$ cat src/rtl/display_scan_controller_pkg.sv
// display_scan_controller_pkg
// Shared definitions for the 7-segment display scan controller:
//   - FSM state encodings (IDLE, BLANK, SHOW)
//   - digit index constants for the alarm clock display
//   - helper to pick one BCD nibble out of the packed digit word
package display_scan_controller_pkg;

    localparam logic [1:0] ST_IDLE  = 2'd0;
    localparam logic [1:0] ST_BLANK = 2'd1;
    localparam logic [1:0] ST_SHOW  = 2'd2;

    localparam logic [2:0] DIGIT_SEC_UNITS  = 3'd0;
    localparam logic [2:0] DIGIT_SEC_TENS   = 3'd1;
    localparam logic [2:0] DIGIT_MIN_UNITS  = 3'd2;
    localparam logic [2:0] DIGIT_MIN_TENS   = 3'd3;
    localparam logic [2:0] DIGIT_HOUR_UNITS = 3'd4;
    localparam logic [2:0] DIGIT_HOUR_TENS  = 3'd5;

    // Nibble idx of a packed 8-digit BCD word (digit k at [4k+3:4k]).
    function automatic logic [3:0] bcd_nibble(input logic [31:0] word,
                                              input logic [2:0]  idx);
        return word[{idx, 2'b00} +: 4];
    endfunction

endpackage

$ cat src/rtl/display_scan_controller_scan_slot_timer.sv
// scan_slot_timer
// Per-digit slot timer. Counts 0..TICK_DIV-1 and wraps; decodes the end of the
// blank window and the end of the slot.
// Ports:
//   clk, reset_n  - clock, asynchronous active-low reset
//   clear         - synchronous clear to 0 (takes priority over run)
//   run           - advance the counter this cycle
//   count         - current position within the slot
//   blank_done    - count is the last blank cycle of the slot
//   slot_done     - count is the last cycle of the slot
module scan_slot_timer #(
    parameter int TICK_DIV     = 4,
    parameter int BLANK_CYCLES = 1
) (
    input  logic        clk,
    input  logic        reset_n,
    input  logic        clear,
    input  logic        run,
    output logic [15:0] count,
    output logic        blank_done,
    output logic        slot_done
);

    assign blank_done = (count == 16'(BLANK_CYCLES - 1));
    assign slot_done  = (count == 16'(TICK_DIV - 1));

    always_ff @(posedge clk or negedge reset_n) begin
        if (!reset_n) begin
            count <= '0;
        end else if (clear) begin
            count <= '0;
        end else if (run) begin
            count <= slot_done ? '0 : count + 16'd1;
        end
    end

endmodule

$ cat src/rtl/display_scan_controller.sv
// display_scan_controller
// Time-multiplexed scan controller for the alarm clock 7-segment display.
// Walks sel over the digits, blanks the decoder at the start of every slot to
// avoid ghosting, and blinks masked digits while the user edits a value.
// A snapshot of the digits and blink mask is taken at the start of each frame
// so a frame never shows a mix of old and new values.
// Ports:
//   clk, reset_n  - clock, asynchronous active-low reset
//   scan_en       - run scanning; low forces IDLE on the next edge
//   digits_bcd    - packed BCD digits, digit k at [4k+3:4k]
//   blink_en      - global blink enable
//   blink_mask    - bit k set: digit k blinks
//   sel           - 3-to-8 decoder select
//   dec_enable    - decoder enable (SHOW and not blinked off)
//   digit_bcd     - BCD nibble of the selected digit, valid the whole slot
//   frame_done    - pulse on the final SHOW cycle of the last digit
module display_scan_controller
    import display_scan_controller_pkg::*;
#(
    parameter int TICK_DIV     = 4,
    parameter int BLANK_CYCLES = 1,
    parameter int NUM_DIGITS   = 6,
    parameter int BLINK_FRAMES = 2
) (
    input  logic        clk,
    input  logic        reset_n,
    input  logic        scan_en,
    input  logic [31:0] digits_bcd,
    input  logic        blink_en,
    input  logic [7:0]  blink_mask,
    output logic [2:0]  sel,
    output logic        dec_enable,
    output logic [3:0]  digit_bcd,
    output logic        frame_done
);

    logic [1:0]  state;
    logic [1:0]  next_state;
    logic [15:0] slot_count;
    logic        blank_done;
    logic        slot_done;
    logic [31:0] snap_digits;
    logic [7:0]  snap_mask;
    logic [7:0]  frame_count;
    logic        blink_phase;
    logic        last_digit;
    logic        advance;
    logic        reload;
    logic        suppress;

    scan_slot_timer #(
        .TICK_DIV     (TICK_DIV),
        .BLANK_CYCLES (BLANK_CYCLES)
    ) u_slot_timer (
        .clk        (clk),
        .reset_n    (reset_n),
        .clear      (!scan_en || (state == ST_IDLE)),
        .run        (state != ST_IDLE),
        .count      (slot_count),
        .blank_done (blank_done),
        .slot_done  (slot_done)
    );

    always_comb begin
        next_state = state;
        case (state)
            ST_IDLE:  if (scan_en)    next_state = ST_BLANK;
            ST_BLANK: if (blank_done) next_state = ST_SHOW;
            ST_SHOW:  if (slot_done)  next_state = ST_BLANK;
            default:                  next_state = ST_IDLE;
        endcase
        if (!scan_en) next_state = ST_IDLE;
    end

    assign last_digit = (sel == 3'(NUM_DIGITS - 1));
    assign advance    = scan_en && (state == ST_SHOW) && slot_done;
    // A new frame starts either from IDLE or when the last digit's slot ends.
    assign reload     = scan_en && ((state == ST_IDLE) || (advance && last_digit));
    assign suppress   = blink_en && snap_mask[sel] && !blink_phase;

    always_ff @(posedge clk or negedge reset_n) begin
        if (!reset_n) begin
            state       <= ST_IDLE;
            sel         <= '0;
            dec_enable  <= 1'b0;
            digit_bcd   <= '0;
            frame_done  <= 1'b0;
            snap_digits <= '0;
            snap_mask   <= '0;
        end else if (!scan_en) begin
            state      <= ST_IDLE;
            sel        <= '0;
            dec_enable <= 1'b0;
            digit_bcd  <= '0;
            frame_done <= 1'b0;
        end else begin
            state <= next_state;
            if (reload) begin
                snap_digits <= digits_bcd;
                snap_mask   <= blink_mask;
                sel         <= '0;
                digit_bcd   <= digits_bcd[3:0];
            end else if (advance) begin
                sel       <= sel + 3'd1;
                digit_bcd <= bcd_nibble(snap_digits, sel + 3'd1);
            end
            dec_enable <= (next_state == ST_SHOW) && !suppress;
            // Registered, so raise it one cycle early: the count about to
            // become the final slot position of the last digit.
            frame_done <= (state != ST_IDLE) && last_digit &&
                          (slot_count == 16'(TICK_DIV - 2));
        end
    end

    // Blink phase keeps running through scan_en drops; only reset clears it.
    always_ff @(posedge clk or negedge reset_n) begin
        if (!reset_n) begin
            frame_count <= '0;
            blink_phase <= 1'b1;
        end else if (frame_done) begin
            if (frame_count == 8'(BLINK_FRAMES - 1)) begin
                frame_count <= '0;
                blink_phase <= !blink_phase;
            end else begin
                frame_count <= frame_count + 8'd1;
            end
        end
    end

endmodule

$ cat config.mk
export PLATFORM = sky130hd
export DESIGN_NAME = display_scan_controller
export DESIGN_NICKNAME = d
export VERILOG_FILES = /design/src/rtl/display_scan_controller_pkg.sv /design/src/rtl/display_scan_controller_scan_slot_timer.sv /design/src/rtl/display_scan_controller.sv
export SDC_FILE = /design/constraint.sdc
export NUM_CORES = 1
export LEC_CHECK = 0
export CAP_MARGIN = 40
export CORE_MARGIN = 2
export CORE_UTILIZATION = 50
export CTS_CLUSTER_DIAMETER = 150
export DETAILED_ROUTE_END_ITERATION = 8
export PLACE_DENSITY = 0.82
export SLEW_MARGIN = 10
export SYNTH_ARGS = -nofsm -noshare
export SYNTH_HDL_FRONTEND = slang
export SYNTH_HIERARCHICAL = 1
export SYNTH_SLANG_ARGS = --single-unit
$ cat constraint.sdc
create_clock -name clk -period 3.7 [get_ports clk]
set_input_delay 0.74 -clock clk [delete_from_list [all_inputs] [get_ports clk]]
set_output_delay 0.74 -clock clk [all_outputs]
set_load 0.01 [all_outputs]
== Word level (Yosys, flattened, before mapping) ==
Cells that the tools add are included.
Word-level totals
  flip-flop bits (word level): 76
  input bits: 44
  output and inout bits: 9
Operators by class
  reductions and logical operators: 20
  magnitude comparators: 1
  add/subtract/negate cells: 3
  equality and inequality tests: 8
  shift-type cells: 1
  multiplexer cells: 19
Operator list (count)
  $mux 16: 3
  $eq 16x2->1 const B: 2
  $shiftx 32x6->4: 1
  $add 16x1->16 const B: 1
  $logic_not 16->1: 1
  $mux 4: 3
  $logic_and 1x1->1: 9
  $mux 3: 3
  $add 8x1->8 const B: 1
  $eq 8x1->1 const B: 1
  $mux 2: 4
  $mux 8: 1
  $pmux 2 s3: 1
  $eq 2x2->1 const B: 2
  $lt 3x4->1 const B: 1
  $reduce_and 2->1: 2
  $reduce_bool 2->1: 2
  $add 3x1->3 const B: 1
  $bmux 1 s3: 1
  $eq 3x3->1 const B: 1
  $logic_not 1->1: 3
  $mux 1: 3
  $ne 3x1->1 const B: 1
  $eq 2x1->1 const B: 1
  2 further kinds: 3

== Logic depth before layout (Yosys ltp) ==
  word-level depth: 8
  depth in mapped cells: 8
  gate-level depth less buffers: 8

== Cells and area by module ==
Netlist, hierarchy kept.
By module, submodules not included
  display_scan_controller: cells each 220, times used 1, area each 2909.0 sq um
  scan_slot_timer: cells each 96, times used 1, area each 924.6 sq um

== Least setup slack after synthesis ==
OpenSTA, ideal clock, no wires.
  kind: reg2reg
  start: reg u_slot_timer.count[12]
  end: reg snap_digits[25]
  data arrival time: 2.598 ns
  setup slack: 0.978 ns
  setup time: 0.125 ns
  required time: 3.575 ns
  clock period less this slack: 2.722 ns
  stages on the path, launching flop included: 7
  buffers on the path: 1
  cells stage by stage: dfrtp_1 > or4_4 > nor4_4 > nand3_1 > a21oi_4 > buf_4 > mux2_2
Between the ends
  longest elaborated chain between the ends: 6
Ends and longest elaborated chain
  start: declaration: line display_scan_controller_scan_slot_timer.sv:19  | output logic [15:0] count,
  start signal: assignment: line display_scan_controller_scan_slot_timer.sv:33  | count <= slot_done ? '0 : count + 16'd1;
  $eq 16x2->1: line display_scan_controller_scan_slot_timer.sv:25  | assign slot_done = (count == 16'(TICK_DIV - 1));
  via slot_done: line display_scan_controller.sv:41  | logic slot_done;
  $logic_and 1x1->1: line display_scan_controller.sv:76  | assign advance = scan_en && (state == ST_SHOW) && slot_done;
  $logic_and 1x1->1: line display_scan_controller.sv:78  | assign reload = scan_en && ((state == ST_IDLE) || (advance && last_digit));
  $logic_or 1x1->1: line display_scan_controller.sv:78
  $logic_and 1x1->1: line display_scan_controller.sv:78
  $reduce_and 2->1 (no line)
  end signal: assignment: line display_scan_controller.sv:99  | snap_digits <= digits_bcd;
  end: declaration: line display_scan_controller.sv:42  | logic [31:0] snap_digits;
The timed path passes the listed nets, and every way through them passes these cells.
A chain may end at the register's enable or synchronous reset.

== Final worst setup path ==
  start: reg u_slot_timer.count[1]
  end: reg snap_digits[1]
Same word-level chain as after synthesis.

==> flow_summary.json <==
{
  "outcome": "finished clean",
  "cts_tree": "built",
  "port_buffers": 52,
  "die_x_um": 91.6,
  "num-nets-final": 424,
  "synth_edf_count": 0,
  "num_io_pins": 53,
  "crit_type": "flip-flop to flip-flop",
  "cp.arrival_ns": 2.93,
  "rsz0062_at_grt": "false",
  "synthAdderAreaFrac": 0.0196,
  "worst_slew_pin_slew_ns": 0.613,
  "synth_compound_area_frac": 0.0956,
  "fin_crit_ns": 2.70,
  "worstPathMaxFanout": 44,
  "grt_pass1_vias": 2660,
  "relSlewSlack": 0.581,
  "synth_top_family_by_area": "multiplexers",
  "report.final.slew_viol_count": 0,
  "synthSimpleGateAreaFrac": 0.149,
  "ys_ff_latch": 76,
  "cts_resized": 0,
  "dp_hpwl_um": 5410,
  "final_hold_viol_count": 0,
  "core-area_um2": 7330,
  "initial_utilization": 0.523,
  "synthXorXnorAreaFrac": 0.0431,
  "grt_max_degree": 45,
  "clkSinkCount": 76,
  "final_core_util": 0.629,
  "place_area_um2": 4440,
  "clock_latency_ns": 0.36,
  "antenna_found_initial": 0,
  "cts_hold_buf": 0,
  "synthFlopType": "dfrtp_1",
  "die_area_um2": 8380,
  "synthMuxAreaShare": 0.166,
  "yosys-top-cells-area": "dfrtp_1 (49%), mux2_2 (12%), mux2i_1 (3.7%)",
  "dr.pass1.iters": 4,
  "hp-class": "primary input to asynchronous set/reset pin",
  "areaGrowthSynthToFinish_pct": 20.2,
  "drc": 0,
  "synth_most_common_cell": "dfrtp_1",
  "syn-cell-area_um2": 3830,
  "peakVddDrop_uv": 324,
  "worstSetupStartpointType": "flip-flop",
  "drt_wl_total_um": 7490,
  "numCtsBuffers": 9,
  "finClkSkew_ns": 0.00968,
  "die_h_um": 91.6,
  "finalCritPeriodShare": 0.729,
  "grtUsageTotal": 0.189,
  "avgSynthCellArea_um2": 12.1,
  "synth_cell_types": 51,
  "holdWs_ns": 0.344,
  "max_freq_mhz": 371,
  "drtIter0Drc": 99,
  "setup_tns_ns": 0,
  "synth_commonest_cells": "dfrtp_1 (75), mux2_2 (40), nor2_1 (24)",
  "grt_pass1_wl_um": 12500,
  "synthCells": 316,
  "overflow": 0,
  "synth_nets": 366,
  "htree_levels": 3,
  "detail-route-antenna-nets": 0,
  "cts_setup_buffers": 0,
  "yosysWarnings": 6,
  "ys_seq_area_frac": 0.496,
  "required_ns": 3.94,
  "rows": 31,
  "maxCapViolCount": 0,
  "yosys.area.top_type": "dfrtp_1",
  "synth-async-reset-ratio": 1.00,
  "p_leak_nw": 1.81,
  "powerDensity_nw_per_um2": 448,
  "final_area_um2": 4610,
  "avgRoutedWirePerCell_um": 15.7,
  "viasPerCell": 5.58,
  "nFillCells": 587,
  "clk_path_buf_depth": 2,
  "gp_congestion": 0.863,
  "critPathCaptureType": "flip-flop",
  "cts_root_buf": "clkbuf_8",
  "path_clk_slew_ns": 0.08,
  "diodes": 0,
  "synth_top_area_share": 0.490,
  "drive_gt1_frac": 0.225,
  "vias": 2664,
  "setup_viol": 0
}
[through the flow]
stage          cells  power (mW)  setup slack (ns)
2_1_floorplan    316        1.39             0.978
3_3_place_gp     461        1.50              1.06
3_5_place_dp     462        1.54             0.972
4_1_cts          477        2.08              1.01
5_1_grt          477        2.18             0.868
6_report         477        2.07              1.00
[routing by layer]
| layer | track usage | vias to the layer above | wire length, µm |
|---|---|---|---|
| met1 | 0.238 | 1310 | 3230 |
| met2 | 0.309 | 64 | 3820 |
| met4 | 0.0581 | 0 | 81 |
| met5 | 0 | - | 0 |
| li1 | - | 1281 | - |
| met3 | 0.0606 | 9 | 358 |
[worst max-delay path: stages, from the launching register on]
cell,delay [ns]
dfrtp_1,0.45
ha_1,0.25
or3b_2,0.50
nor4_4,0.17
nand3_1,0.16
a21oi_4,0.17
buf_4,0.45
mux2_2,0.41
[path summary, 6_finish.rpt]
check / end / slack, ns / cells past startpoint / start
min: frame_count[6] / 0.34 / 1 / reset_n
max: snap_digits[1] / 1.00 / 7 / u_slot_timer/count[1]
min reg2reg: blink_phase / 0.50 / 1 / blink_phase
max reg2reg: snap_digits[1] / 1.00 / 7 / u_slot_timer/count[1]
max in group asynchronous: snap_mask[1] / 2.70 / 2 / reset_n
min in group clk: blink_phase / 0.50 / 1 / blink_phase
[where the power goes]
group	leakage, nW	switching, mW	internal [mW]
sequential	0.960	0.0969	0.995
combinational	0.770	0.165	0.258
clock	0.0775	0.311	0.239
[placed cells by master (no fill, tap or decap), drive strengths merged, types with 5 or more instances in the layout]
cell / Yosys / routed
nand2: 17 / 17
clkdlybuf4s50: 0 / 51
a22o: 6 / 6
clkbuf: 3 / 9
dfrtp: 75 / 75
or4: 5 / 5
buf: 8 / 7
nor2b: 8 / 8
nand4: 9 / 9
inv: 6 / 7
mux2i: 14 / 14
nor2: 25 / 25
o21ai: 7 / 7
ha: 6 / 6
nand3: 5 / 5
xnor2: 14 / 14
a21oi: 5 / 5
mux2: 40 / 40
nor4: 9 / 9
[sequential cells by signal, indices dropped and copies added, names as in the netlist, 2 cells and up]
register / count
snap_digits: 32
digit_bcd: 4
state: 2
snap_mask: 8
u_slot_timer/count: 16
sel: 3
frame_count: 8
[final cells by class]
cell class,instances,area [µm²],share of cell area
Sequential cell,76,1900,0.413
Tap cell,99,124,0.0269
Timing Repair Buffer,58,581,0.126
Clock buffer,9,124,0.0269
Clock inverter,6,41.3,0.00896
Multi-Input combinational cell,223,1810,0.394
Inverter,6,22.5,0.00489
[logic make-up (layout without fill, tap and decap cells)]
family          after synthesis  after routing
compound gates               45             45
xor+xnor                     18             18
fa+ha+maj                     6              6
buf+inv                      17             79
flops                        76             76
mux                          56             56
simple gates                 98             98
(Power assumes the default switching activity.)
